File: config.mk
export PLATFORM = sky130hd
export DESIGN_NAME = snax_simbacore_ctrl_flat
export DESIGN_NICKNAME = d
export VERILOG_FILES = /design/src/rtl/snax_simbacore_ctrl_if.sv /design/src/rtl/snax_simbacore_ctrl.sv /design/src/flat_wrapper.sv
export SDC_FILE = /design/constraint.sdc
export NUM_CORES = 1
export LEC_CHECK = 0
export CORE_ASPECT_RATIO = 0.7
export CORE_MARGIN = 2
export CORE_UTILIZATION = 37
export CTS_BUF_LIST = sky130_fd_sc_hd__clkbuf_8
export DETAILED_ROUTE_END_ITERATION = 7
export GPL_ROUTABILITY_DRIVEN = 0
export PLACE_DENSITY = 0.72
export SLEW_MARGIN = 20
export SYNTH_ARGS = -nofsm -noshare
export SYNTH_HDL_FRONTEND = slang
export SYNTH_SLANG_ARGS = --single-unit
File: constraint.sdc
create_clock -name clk_i -period 10.04 [get_ports clk_i]
set_clock_uncertainty 0.1 [all_clocks]
set_input_delay 1.004 -clock clk_i [delete_from_list [all_inputs] [get_ports clk_i]]
set_output_delay 1.004 -clock clk_i [all_outputs]
set_load 0.02 [all_outputs]
File: src/rtl/snax_simbacore_ctrl_if.sv
// Bundles the CSR launch port, the SimbaCore config port and the snooped
// acc2stream handshakes. The controller uses the slave modport.
interface snax_simbacore_ctrl_if #(
  parameter int unsigned RegRWCount   = 6,
  parameter int unsigned RegROCount   = 2,
  parameter int unsigned RegDataWidth = 32,
  parameter int unsigned NumOutPorts  = 4
);

  logic [RegDataWidth-1:0] csr_reg_set_i    [RegRWCount];
  logic                    csr_reg_set_valid_i;
  logic                    csr_reg_set_ready_o;
  logic [RegDataWidth-1:0] csr_reg_ro_set_o [RegROCount];

  logic                    cfg_valid_o;
  logic                    cfg_ready_i;
  logic [RegDataWidth-1:0] cfg_mode_o;
  logic [RegDataWidth-1:0] cfg_seq_len_o;
  logic [RegDataWidth-1:0] cfg_d_model_o;
  logic [RegDataWidth-1:0] cfg_dt_rank_o;
  logic [RegDataWidth-1:0] cfg_d_inner_o;

  logic [NumOutPorts-1:0]  out_valid_i;
  logic [NumOutPorts-1:0]  out_ready_i;

  // Environment side: CSR manager, SimbaCore and the stream fabric.
  modport master (
    output csr_reg_set_i,
    output csr_reg_set_valid_i,
    input  csr_reg_set_ready_o,
    input  csr_reg_ro_set_o,
    input  cfg_valid_o,
    output cfg_ready_i,
    input  cfg_mode_o,
    input  cfg_seq_len_o,
    input  cfg_d_model_o,
    input  cfg_dt_rank_o,
    input  cfg_d_inner_o,
    output out_valid_i,
    output out_ready_i
  );

  // Controller side.
  modport slave (
    input  csr_reg_set_i,
    input  csr_reg_set_valid_i,
    output csr_reg_set_ready_o,
    output csr_reg_ro_set_o,
    output cfg_valid_o,
    input  cfg_ready_i,
    output cfg_mode_o,
    output cfg_seq_len_o,
    output cfg_d_model_o,
    output cfg_dt_rank_o,
    output cfg_d_inner_o,
    input  out_valid_i,
    input  out_ready_i
  );

endinterface

File: src/rtl/snax_simbacore_ctrl.sv
// Run controller between the SNAX CSR manager and the SimbaCore config port.
// Define SNAX_SIMBACORE_CTRL_PERF_EN to expose a busy-cycle counter in RO CSR 1.
module snax_simbacore_ctrl #(
  parameter int unsigned RegRWCount   = 6,
  parameter int unsigned RegROCount   = 2,
  parameter int unsigned RegDataWidth = 32,
  parameter int unsigned NumOutPorts  = 4
) (
  input  logic                 clk_i,
  input  logic                 rst_ni,
  snax_simbacore_ctrl_if.slave bus
);

  localparam int unsigned ExpIdx   = 5;
  localparam int unsigned IncWidth = $clog2(NumOutPorts + 1);
  localparam int unsigned SumWidth = RegDataWidth + 1;

  typedef enum logic [1:0] {
    IDLE   = 2'd0,
    CONFIG = 2'd1,
    RUN    = 2'd2
  } state_e;

  state_e                  state_q;
  logic [RegDataWidth-1:0] cfg_q [RegRWCount];
  logic [RegDataWidth-1:0] beat_cnt_q;
  logic                    done_q;
  logic                    cfg_valid_q;
  logic                    csr_ready_q;

  logic [NumOutPorts-1:0]  fire;
  logic [IncWidth-1:0]     inc;
  logic [SumWidth-1:0]     beat_sum;
  logic [SumWidth-1:0]     expected_ext;
  logic                    launch;
  logic                    busy;
  logic [RegDataWidth-1:0] status_word;
  logic [RegDataWidth-1:0] perf_word;

  genvar gi;

  for (gi = 0; gi < NumOutPorts; gi++) begin : g_fire
    assign fire[gi] = bus.out_valid_i[gi] & bus.out_ready_i[gi];
  end

  always_comb begin
    inc = '0;
    for (int i = 0; i < NumOutPorts; i++) begin
      inc = inc + IncWidth'(fire[i]);
    end
  end

  // One extra bit so a near-full counter plus a burst of beats cannot wrap.
  assign beat_sum     = {1'b0, beat_cnt_q} + SumWidth'(inc);
  assign expected_ext = {1'b0, cfg_q[ExpIdx]};

  // Ready is a register that mirrors state_q == IDLE.
  assign launch = csr_ready_q & bus.csr_reg_set_valid_i;

  always_ff @(posedge clk_i or negedge rst_ni) begin
    if (!rst_ni) begin
      state_q     <= IDLE;
      beat_cnt_q  <= '0;
      done_q      <= 1'b0;
      cfg_valid_q <= 1'b0;
      csr_ready_q <= 1'b1;
      for (int i = 0; i < RegRWCount; i++) begin
        cfg_q[i] <= '0;
      end
    end else begin
      unique case (state_q)
        IDLE: begin
          if (launch) begin
            for (int i = 0; i < RegRWCount; i++) begin
              cfg_q[i] <= bus.csr_reg_set_i[i];
            end
            beat_cnt_q  <= '0;
            done_q      <= 1'b0;
            cfg_valid_q <= 1'b1;
            csr_ready_q <= 1'b0;
            state_q     <= CONFIG;
          end
        end
        CONFIG: begin
          if (bus.cfg_ready_i) begin
            cfg_valid_q <= 1'b0;
            if (cfg_q[ExpIdx] == '0) begin
              done_q      <= 1'b1;
              csr_ready_q <= 1'b1;
              state_q     <= IDLE;
            end else begin
              state_q <= RUN;
            end
          end
        end
        RUN: begin
          if (beat_sum >= expected_ext) begin
            beat_cnt_q  <= cfg_q[ExpIdx];
            done_q      <= 1'b1;
            csr_ready_q <= 1'b1;
            state_q     <= IDLE;
          end else begin
            beat_cnt_q <= beat_sum[RegDataWidth-1:0];
          end
        end
        default: begin
          cfg_valid_q <= 1'b0;
          csr_ready_q <= 1'b1;
          state_q     <= IDLE;
        end
      endcase
    end
  end

`ifdef SNAX_SIMBACORE_CTRL_PERF_EN
  logic [31:0] cycle_cnt_q;

  // Counts CONFIG and RUN cycles; the last run's value stays readable in IDLE.
  always_ff @(posedge clk_i or negedge rst_ni) begin
    if (!rst_ni) begin
      cycle_cnt_q <= '0;
    end else if (state_q == IDLE) begin
      if (launch) begin
        cycle_cnt_q <= '0;
      end
    end else if (cycle_cnt_q != 32'hFFFF_FFFF) begin
      cycle_cnt_q <= cycle_cnt_q + 32'd1;
    end
  end

  assign perf_word = RegDataWidth'(cycle_cnt_q);
`else
  assign perf_word = '0;
`endif

  assign busy        = (state_q != IDLE);
  assign status_word = {{(RegDataWidth-2){1'b0}}, done_q, busy};

  for (gi = 0; gi < RegROCount; gi++) begin : g_ro
    if (gi == 0) begin : g_status
      assign bus.csr_reg_ro_set_o[gi] = status_word;
    end else if (gi == 1) begin : g_perf
      assign bus.csr_reg_ro_set_o[gi] = perf_word;
    end else begin : g_zero
      assign bus.csr_reg_ro_set_o[gi] = '0;
    end
  end

  assign bus.csr_reg_set_ready_o = csr_ready_q;
  assign bus.cfg_valid_o         = cfg_valid_q;
  assign bus.cfg_mode_o          = cfg_q[0];
  assign bus.cfg_seq_len_o       = cfg_q[1];
  assign bus.cfg_d_model_o       = cfg_q[2];
  assign bus.cfg_dt_rank_o       = cfg_q[3];
  assign bus.cfg_d_inner_o       = cfg_q[4];

endmodule
File: src/flat_wrapper.sv
// flat-port wrapper written by rule: the top's interface ports become plain ports
module snax_simbacore_ctrl_flat 
#(
  parameter int unsigned RegRWCount   = 6,
  parameter int unsigned RegROCount   = 2,
  parameter int unsigned RegDataWidth = 32,
  parameter int unsigned NumOutPorts  = 4
)
  (clk_i, rst_ni, bus_csr_reg_set_i, bus_csr_reg_set_valid_i, bus_csr_reg_set_ready_o, bus_csr_reg_ro_set_o, bus_cfg_valid_o, bus_cfg_ready_i, bus_cfg_mode_o, bus_cfg_seq_len_o, bus_cfg_d_model_o, bus_cfg_dt_rank_o, bus_cfg_d_inner_o, bus_out_valid_i, bus_out_ready_i);
  snax_simbacore_ctrl_if #(.RegRWCount(RegRWCount), .RegROCount(RegROCount), .RegDataWidth(RegDataWidth), .NumOutPorts(NumOutPorts)) bus_i ();
  input  logic clk_i;
  input  logic rst_ni;
  input wire logic [$bits(bus_i.csr_reg_set_i)-1:0] bus_csr_reg_set_i;
  input wire logic [$bits(bus_i.csr_reg_set_valid_i)-1:0] bus_csr_reg_set_valid_i;
  output wire logic [$bits(bus_i.csr_reg_set_ready_o)-1:0] bus_csr_reg_set_ready_o;
  output wire logic [$bits(bus_i.csr_reg_ro_set_o)-1:0] bus_csr_reg_ro_set_o;
  output wire logic [$bits(bus_i.cfg_valid_o)-1:0] bus_cfg_valid_o;
  input wire logic [$bits(bus_i.cfg_ready_i)-1:0] bus_cfg_ready_i;
  output wire logic [$bits(bus_i.cfg_mode_o)-1:0] bus_cfg_mode_o;
  output wire logic [$bits(bus_i.cfg_seq_len_o)-1:0] bus_cfg_seq_len_o;
  output wire logic [$bits(bus_i.cfg_d_model_o)-1:0] bus_cfg_d_model_o;
  output wire logic [$bits(bus_i.cfg_dt_rank_o)-1:0] bus_cfg_dt_rank_o;
  output wire logic [$bits(bus_i.cfg_d_inner_o)-1:0] bus_cfg_d_inner_o;
  input wire logic [$bits(bus_i.out_valid_i)-1:0] bus_out_valid_i;
  input wire logic [$bits(bus_i.out_ready_i)-1:0] bus_out_ready_i;
  assign bus_i.csr_reg_set_i = {>>{bus_csr_reg_set_i}};
  assign bus_i.csr_reg_set_valid_i = bus_csr_reg_set_valid_i;
  assign bus_csr_reg_set_ready_o = bus_i.csr_reg_set_ready_o;
  assign bus_csr_reg_ro_set_o = {>>{bus_i.csr_reg_ro_set_o}};
  assign bus_cfg_valid_o = bus_i.cfg_valid_o;
  assign bus_i.cfg_ready_i = bus_cfg_ready_i;
  assign bus_cfg_mode_o = bus_i.cfg_mode_o;
  assign bus_cfg_seq_len_o = bus_i.cfg_seq_len_o;
  assign bus_cfg_d_model_o = bus_i.cfg_d_model_o;
  assign bus_cfg_dt_rank_o = bus_i.cfg_dt_rank_o;
  assign bus_cfg_d_inner_o = bus_i.cfg_d_inner_o;
  assign bus_i.out_valid_i = bus_out_valid_i;
  assign bus_i.out_ready_i = bus_out_ready_i;
  snax_simbacore_ctrl #(.RegRWCount(RegRWCount), .RegROCount(RegROCount), .RegDataWidth(RegDataWidth), .NumOutPorts(NumOutPorts)) u_core (.clk_i(clk_i), .rst_ni(rst_ni), .bus(bus_i));
endmodule
== After elaboration in Yosys (flattened, before gate mapping) ==
Index checks and enable logic that the tools add are counted.
Word-level totals
  register bits after elaboration: 229
  input port bits: 204
Cells by class
  add/sub/neg operators: 4
  magnitude comparators: 1
  equality and inequality tests: 6
  multiplexer cells: 17
  bitwise gates (word level): 6
  reductions and logical operators: 11
Operators with widths (number)
  two-way mux 32 bit: 2
  one-hot mux 32 bit (2 select lines): 1
  adder 32 x 3 -> 33 bit: 1
  >= comparator 33 x 32 -> 1 bit: 1
  zero test 32 bit: 1
  one-hot mux 1 bit (3 select lines): 3
  two-way mux 2 bit: 4
  adder 3 x 1 -> 3 bit: 2
  two-way mux 1 bit: 6
  != test 2 x 1 -> 1 bit (second input constant): 3
  one-hot mux 2 bit (3 select lines): 1
  AND reduction 3 bit: 2
  AND 1 bit: 5
  AND reduction 5 bit: 1
  AND reduction 2 bit: 2
  AND reduction 4 bit: 1
  nonzero test 2 bit: 2
  nonzero test 3 bit: 1
  adder 1 x 1 -> 2 bit: 1
  == test 2 x 1 -> 1 bit (second input constant): 1
  == test 2 bit (second input constant): 1
  zero test 2 bit: 1
  != test 2 bit (second input constant): 1
  NOT 1 bit: 1

== Depth between registers and ports, before layout ==
  depth after elaboration: 8
  mapped depth: 22
  mapped depth without buffers: 20

== Worst setup path before layout ==
No wires, ideal clock.
  path kind: in2reg
  start point: input bus_out_valid_i[0]
  end point: register u_core.done_q
  setup time: 0.128 ns
  arrival: 5.240 ns
  required time: 9.812 ns
  slack: 4.572 ns
  stages: 21
  path through: and2_1 > ha_1 > inv_1 > fa_1 > inv_1 > ha_1 > ha_1 > a211oi_1 > nor2_1 > nand2_2 > or3_1 > xnor2_1 > ha_1 > nand2_1 > a21oi_1 > a211o_1 > o221a_2 > o21a_1 > buf_2 > o21ai_1 > mux2_1
On the way
  longest elaborated chain between the ends: 8
Ends and longest elaborated chain
  start: declaration: RTL line flat_wrapper.sv:24  | input wire logic [$bits(bus_i.out_valid_i)-1:0] bus_out_valid_i;
  AND 1 bit: RTL line snax_simbacore_ctrl.sv:43  | assign fire[gi] = bus.out_valid_i[gi] & bus.out_ready_i[gi];
  adder 1 x 1 -> 2 bit: RTL line snax_simbacore_ctrl.sv:49  | inc = inc + IncWidth'(fire[i]);
  adder 3 x 1 -> 3 bit (2 in series): RTL line snax_simbacore_ctrl.sv:49
  adder 32 x 3 -> 33 bit: RTL line snax_simbacore_ctrl.sv:54  | assign beat_sum = {1'b0, beat_cnt_q} + SumWidth'(inc);
  >= comparator 33 x 32 -> 1 bit: RTL line snax_simbacore_ctrl.sv:97  | if (beat_sum >= expected_ext) begin
  != test 2 x 1 -> 1 bit (no source line)
  AND reduction 5 bit (no source line)
  end signal: assignment: RTL line snax_simbacore_ctrl.sv:64  | done_q <= 1'b0;
  end signal: assignment: RTL line snax_simbacore_ctrl.sv:78  | done_q <= 1'b0;
  end signal: assignment: RTL line snax_simbacore_ctrl.sv:99  | done_q <= 1'b1;
  end: declaration: RTL line snax_simbacore_ctrl.sv:27  | logic done_q;
No other way between the ends.
A chain may end at the register's enable or synchronous reset.

== Final worst setup path ==
  start point: input bus_out_valid_i[0]
  end point: register u_core.beat_cnt_q[12]
On the way
  longest elaborated chain between the ends: 8
Ends and longest elaborated chain
  AND 1 bit (*): RTL line snax_simbacore_ctrl.sv:43
  adder 1 x 1 -> 2 bit (*): RTL line snax_simbacore_ctrl.sv:49
  adder 3 x 1 -> 3 bit (*) (2 in series): RTL line snax_simbacore_ctrl.sv:49
  adder 32 x 3 -> 33 bit (*): RTL line snax_simbacore_ctrl.sv:54
  >= comparator 33 x 32 -> 1 bit: RTL line snax_simbacore_ctrl.sv:97
  two-way mux 32 bit (*): RTL line snax_simbacore_ctrl.sv:97
  one-hot mux 32 bit (2 select lines) (*): RTL line snax_simbacore_ctrl.sv:71  | unique case (state_q)
  end signal: assignment: RTL line snax_simbacore_ctrl.sv:98  | beat_cnt_q <= cfg_q[ExpIdx];
  end signal: assignment: RTL line snax_simbacore_ctrl.sv:103  | beat_cnt_q <= beat_sum[RegDataWidth-1:0];
  end: declaration: RTL line snax_simbacore_ctrl.sv:26  | logic [RegDataWidth-1:0] beat_cnt_q;
Every way passes the cells marked *; elsewhere a longest branch is shown, timed or not.

==> impl_metrics.py <==
metrics = {
    "layout": {
        "fin_cells": 1730,
        "ff_latch_area_um2": 5730,
        "drive_gt1_share_pct": 20.7,
        "multi_input_area_um2": 4750,
        "synthToLayoutAreaGrowth_pct": 28.3,
        "final_cell_mix": "clkdlybuf4s50_1, dfrtp_1, mux2_2",
        "layout_commonest_cell": "clkdlybuf4s50_1",
        "fin_nets": 1523,
        "fillerInstances": 2966,
    },
    "critical_path": {
        "regToRegStartpoint": "u_core.beat_cnt_q[0]$_DFFE_PN0P_",
        "cp_slowest_cell": "o21ai_2",
        "crit_arrival_ns": 6.68,
        "start_kind": "input port",
        "cp_top_family": "compound AO/OA/AOI/OAI gates",
        "crit_type": "input port to register",
        "crit_path_frequent_cell": "ha_1",
        "cp_max_fo": 17,
        "max_stage_delay_ns": 0.75,
        "path_buf_inv": 3,
        "critPathCaptureType": "register",
        "startpoint": "bus_out_valid_i[0]",
        "critPathRequiredTime_ns": 10.38,
        "path_cells": "clkdlybuf4s50_1 -> and2_1 -> ha_1 -> inv_1 -> fa_1 -> inv_1 -> ha_1 -> fa_1 -> a21oi_1 -> nor3_1 -> nand3_1 -> xnor2_1 -> ha_1 -> a21o_1 -> a21o_1 -> a221oi_1 -> o221ai_1 -> o21ai_2 -> a21oi_2 -> a221o_1",
    },
    "detailed_routing": {
        "avgViaCountPerCell": 4.82,
        "wl_met1_um": 13500,
        "wirelength_um": 31700,
        "wl_per_cell_um": 18.3,
        "vias": 8330,
        "met3_wirelength_um": 2690,
        "wl_met2_um": 14900,
        "drc_errors": 22,
        "drt_first_pass_iters": 7,
        "ant_nets": 0,
        "first_iter_violations": 474,
        "top_signal_layer_used": "met4",
    },
    "placed_design": {
        "port_buffers": 367,
        "hpwl_um": 23200,
        "dp_cells": 1662,
    },
    "clocking": {
        "ctsHoldBuffers": 0,
        "clockRootBuffer": "clkbuf_8",
        "clk_pin_slew_ns": 0.06,
        "clk_latency_ns": 0.56,
        "cts.path.max_buffers": 3,
        "cts_buffers": 40,
        "cts_setup_buffers": 0,
        "cts_sinks": 229,
        "cts_resized": 0,
        "htree_levels": 2,
        "cts_tree": "done",
    },
    "timing": {
        "setup_violations": 0,
        "tightest_slew_ns": 0.968,
        "rsz0062_at_grt": "false",
        "fin_tns_setup_ns": 0,
        "fin_crit_sh_pct": 63.1,
        "drv_slew": 0,
        "hold_ws_ns": 0.354,
        "hold_viol_final": 0,
        "fin_crit_ns": 6.33,
        "clock.fmax_ghz": 0.158,
        "slew_headroom_pct": 35.5,
    },
    "die": {
        "core_area_um2": 32500,
        "row_count": 55,
        "io_pins": 430,
        "start_util_pct": 37.7,
        "die_y_um": 156,
        "die_w_um": 221,
        "die_area_um2": 34600,
    },
    "synth": {
        "synthFlopType": "dfrtp_1",
        "yosys.area_share.adder_pct": 4.41,
        "ys_types": 53,
        "syn_avg_cell_area_um2": 11.5,
        "synth_simple_gate_area_share_pct": 6.18,
        "synth_xor_area_share_pct": 2.15,
        "synthArstFlopShare_pct": 100,
        "synth_edf_count": 0,
        "synth_warnings": 0,
        "synthMuxAreaShare_pct": 17.8,
        "ys_seq_area_share_pct": 46.8,
        "synth_compound_area_share_pct": 6.19,
        "synth_area_um2": 12200,
        "synthCells": 1062,
        "synth_top_family_by_area": "multiplexers",
        "ys_ff_latch": 229,
    },
    "job": {
        "drv_cap": 0,
    },
    "global_route": {
        "grt_max_degree": 102,
        "grt_pass1_vias": 8581,
        "grt_pass1_wl_um": 48500,
        "overflow": 0,
        "track_usage_pct": 17.8,
        "antenna_found_initial": 1,
    },
    "status": {
        "status": "finished with violations",
        "violations": "design-rule violations",
    },
    "pwr": {
        "p_per_area_nw_per_um2": 313,
        "vdd_drop_max_uv": 188,
        "power.leakage_uw": 0.00698,
    },
    "min_path": {
        "hp-class": "input port to asynchronous set/reset pin",
    },
}
[power by group]
group | internal, µW | total (µW) | switching, µW
Clock | 475 | 873 | 398
Combinational | 1200 | 2370 | 1170
Sequential | 1370 | 1670 | 306
[final cells by class]
class | count | area share (%)
inverters | 43 | 1.04
well taps | 427 | 3.40
clock buffers | 50 | 4.38
multi-input cells | 590 | 30.3
clock inverters | 17 | 0.709
flip-flops and latches | 229 | 36.5
diodes | 1 | 0.0159
repair buffers | 373 | 23.7
[state kept, by name, indices dropped and copies added (netlist names)]
| signal | flops |
|---|---|
| u_core.bus.csr_reg_set_ready_o | 1 |
| u_core.bus.cfg_valid_o | 1 |
| u_core.bus.cfg_mode_o | 32 |
| u_core.bus.cfg_dt_rank_o | 32 |
| u_core.bus.cfg_seq_len_o | 32 |
| u_core.beat_cnt_q | 32 |
| u_core.cfg_q | 32 |
| u_core.done_q | 1 |
| u_core.state_q | 2 |
| u_core.bus.cfg_d_inner_o | 32 |
| u_core.bus.cfg_d_model_o | 32 |
[logic make-up (layout without fill, tap and decap cells)]
kind of cell,Yosys count,in the layout
and+or+nand+nor,149,149
DFF,229,229
AOI/OAI and AO/OA,113,113
muxes,194,194
adders and majority gates,42,42
other,1,63
buffers and inverters,304,483
xor gates and xnor gates,30,30
[path summary, 6_finish.rpt]
check / cells past startpoint / slack (ns) / endpoint
worst max-delay path: 20 / 3.71 / u_core.beat_cnt_q[12]$_DFFE_PN0P_
worst min-delay path: 1 / 0.35 / u_core.bus.cfg_seq_len_o[25]$_DFFE_PN0P_
worst max register to register: 14 / 5.18 / u_core.beat_cnt_q[12]$_DFFE_PN0P_
worst min register to register: 1 / 0.40 / u_core.bus.cfg_d_inner_o[4]$_DFFE_PN0P_
max in group asynchronous: 2 / 8.01 / u_core.bus.cfg_d_model_o[5]$_DFFE_PN0P_
min in group clk_i: 1 / 0.40 / u_core.bus.cfg_d_inner_o[4]$_DFFE_PN0P_
[layer usage]
metal	track usage, %	up-vias
met1	23.4	4147
met3	5.73	52
met2	28.4	313
met5	0	-
met4	5.18	0
li1	-	3818
[synth_stat cells, types with 2 or more instances]
master | count | share of area (%)
nand4_1 | 20 | 1.0
xor2_1 | 8 | 0.57
buf_4 | 226 | 14
o21ai_0 | 24 | 0.98
and2_1 | 11 | 0.56
o21ai_1 | 2 | 0.082
nand2_1 | 49 | 1.5
inv_1 | 42 | 1.3
dfrtp_1 | 228 | 47
a21oi_1 | 30 | 1.2
o221ai_1 | 2 | 0.14
nand3_1 | 19 | 0.78
mux2_2 | 192 | 18
and3_1 | 5 | 0.26
ha_1 | 40 | 4.1
a221o_1 | 13 | 1.1
buf_6 | 2 | 0.18
nor4_1 | 9 | 0.46
nand2b_1 | 2 | 0.10
a21o_1 | 6 | 0.37
fa_1 | 2 | 0.33
xnor2_1 | 22 | 1.6
o211ai_1 | 9 | 0.55
and4_1 | 2 | 0.14
o31ai_1 | 14 | 0.86
clkbuf_1 | 30 | 0.92
nor3_1 | 4 | 0.16
a211oi_1 | 3 | 0.18
buf_2 | 2 | 0.082
nor2_1 | 21 | 0.64
[per-stage QoR]
stage               instance area [µm²]  worst slack [ns]  total power (µW)  util [%]
floorplan                         12500              4.57              3440         -
global placement                  14900              3.10              4010      45.9
detailed placement                14900              2.94              4070      45.9
CTS                               15700              3.57              4980      48.3
global route                      15700              3.31              5220      48.4
finish                            15700              3.71              4920      48.4
Note: power is estimated with default switching activity, not from simulation.
==> RTL edit (same flow settings) <==
`NumOutPorts` is set to 4 in 3 places; all go to 8.
--- a/src/rtl/snax_simbacore_ctrl_if.sv
+++ b/src/rtl/snax_simbacore_ctrl_if.sv
@@ -4,7 +4,7 @@
   parameter int unsigned RegRWCount   = 6,
   parameter int unsigned RegROCount   = 2,
   parameter int unsigned RegDataWidth = 32,
-  parameter int unsigned NumOutPorts  = 4
+  parameter int unsigned NumOutPorts  = 8
 );
 
   logic [RegDataWidth-1:0] csr_reg_set_i    [RegRWCount];
--- a/src/rtl/snax_simbacore_ctrl.sv
+++ b/src/rtl/snax_simbacore_ctrl.sv
@@ -4,7 +4,7 @@
   parameter int unsigned RegRWCount   = 6,
   parameter int unsigned RegROCount   = 2,
   parameter int unsigned RegDataWidth = 32,
-  parameter int unsigned NumOutPorts  = 4
+  parameter int unsigned NumOutPorts  = 8
 ) (
   input  logic                 clk_i,
   input  logic                 rst_ni,
--- a/src/flat_wrapper.sv
+++ b/src/flat_wrapper.sv
@@ -4,7 +4,7 @@
   parameter int unsigned RegRWCount   = 6,
   parameter int unsigned RegROCount   = 2,
   parameter int unsigned RegDataWidth = 32,
-  parameter int unsigned NumOutPorts  = 4
+  parameter int unsigned NumOutPorts  = 8
 )
   (clk_i, rst_ni, bus_csr_reg_set_i, bus_csr_reg_set_valid_i, bus_csr_reg_set_ready_o, bus_csr_reg_ro_set_o, bus_cfg_valid_o, bus_cfg_ready_i, bus_cfg_mode_o, bus_cfg_seq_len_o, bus_cfg_d_model_o, bus_cfg_dt_rank_o, bus_cfg_d_inner_o, bus_out_valid_i, bus_out_ready_i);
   snax_simbacore_ctrl_if #(.RegRWCount(RegRWCount), .RegROCount(RegROCount), .RegDataWidth(RegDataWidth), .NumOutPorts(NumOutPorts)) bus_i ();
Ports: changed (resized bus_out_ready_i and bus_out_valid_i); port bits go from 430 to 438. No check against the original RTL was run, so the function may have changed too.
==> RTL edit against the original RTL <==
Worst hold slack improved by 0.0080 ns; sequential cell count unchanged; sequential share of layout area decreased by 0.16 points; area after synthesis increased by 0.42%; cell count increased by 2.9%; routed wire length decreased by 1.6%; cell area increased by 0.43%; worst setup slack got worse by 1.7 ns; largest cell class unchanged.
Power is not compared: it rests on default switching activity, and its combinational part moved more than twofold at a synthesized area within 25%.
==> RTL edit: results (changes against the original RTL) <==
status: "finished, final reports clean"
clkbuf_count: 48  # -4.0%
diodes: 2  # +1
met1_usage_pct: 23.2  # -0.16 points
fin_area_sq_um: 15800  # +0.43%
wl_met1_microns: 13600  # +0.46%
cp.arrival_ns: 8.31  # +1.63 ns
multi_input_area_share_pct: 30.2  # -0.066 points
wl_met2_microns: 14000  # -5.7%
path_delay_family: "adder cells"
totalWireLength_microns: 31200  # -1.6%
synth_fa_ha_area_share_pct: 5.19  # +0.78 points
nonClkBufAreaFrac_pct: 24.1  # +0.41 points
die_x_microns: 222  # +0.21%
grt_pass1_wl_microns: 48200  # -0.70%
clkLatencyLatePin_ns: 0.54  # -0.02 ns
numPortBuffers: 375  # +2.2%
vias_per_cell: 4.75  # -1.4%
antenna_found_initial: 3  # +2
grt_max_degree: 95  # -6.9%
use_met2_pct: 26.7  # -1.8 points
clockNetworkAreaShare_pct: 4.58  # -0.51 points
cp_slowest_stage_delay_ns: 0.55  # -0.20 ns
grt_pass1_vias: 8672  # +1.1%
placed_cells: 1714  # +3.1%
post-dp-hpwl_microns: 22900  # -1.6%
dr_wl_met3_microns: 2740  # +2.0%
yosys-top-cells-count: "dfrtp_1 (228), buf_4 (224), mux2_2 (162)"
relSlewSlack_pct: 31.8  # -3.7 points
synthMuxAreaShare_pct: 15.4  # -2.4 points
synthCells: 1111  # +4.6%
grt_use_total_pct: 17.5  # -0.34 points
synthXorXnorAreaFrac_pct: 2.14  # -0.0090 points
seq_cells: 229  # unchanged
seq-cell-share_pct: 36.3  # -0.16 points
synth-compound-area-share_pct: 6.55  # +0.36 points
n_all_inverters: 57  # +33%
crit_path_top_delay_cell: "fa_1"
instances_no_fill: 1780  # +2.9%
placed_cell_area_sq_um: 15000  # +0.95%
nonClockBufferCount: 381  # +2.1%
worstPathMaxFanout: 49  # +32
RTL edit: final timing paths:
kind                                       from                      endpoint  slack [ns]  cells past startpoint
setup reg to reg           u_core.beat_cnt_q[0]                 u_core.done_q        4.92                     17
hold reg to reg            u_core.beat_cnt_q[0]          u_core.beat_cnt_q[0]        0.39                      2
hold / removal                           rst_ni  u_core.bus.cfg_d_inner_o[14]        0.36                      1
min in group clk_i         u_core.beat_cnt_q[0]          u_core.beat_cnt_q[0]        0.39                      2
setup / recovery             bus_out_valid_i[0]                 u_core.done_q        2.05                     25
max in group asynchronous                rst_ni  u_core.bus.cfg_dt_rank_o[10]        7.98                      2
RTL edit: kinds of logic after synthesis:
| group | Yosys count |
|---|---|
| buffers and inverters | 323 |
| DFF | 229 |
| and+or+nand+nor | 191 |
| muxes | 169 |
| AOI/OAI and AO/OA | 120 |
| adders and majority gates | 48 |
| xor gates and xnor gates | 30 |
| other | 1 |
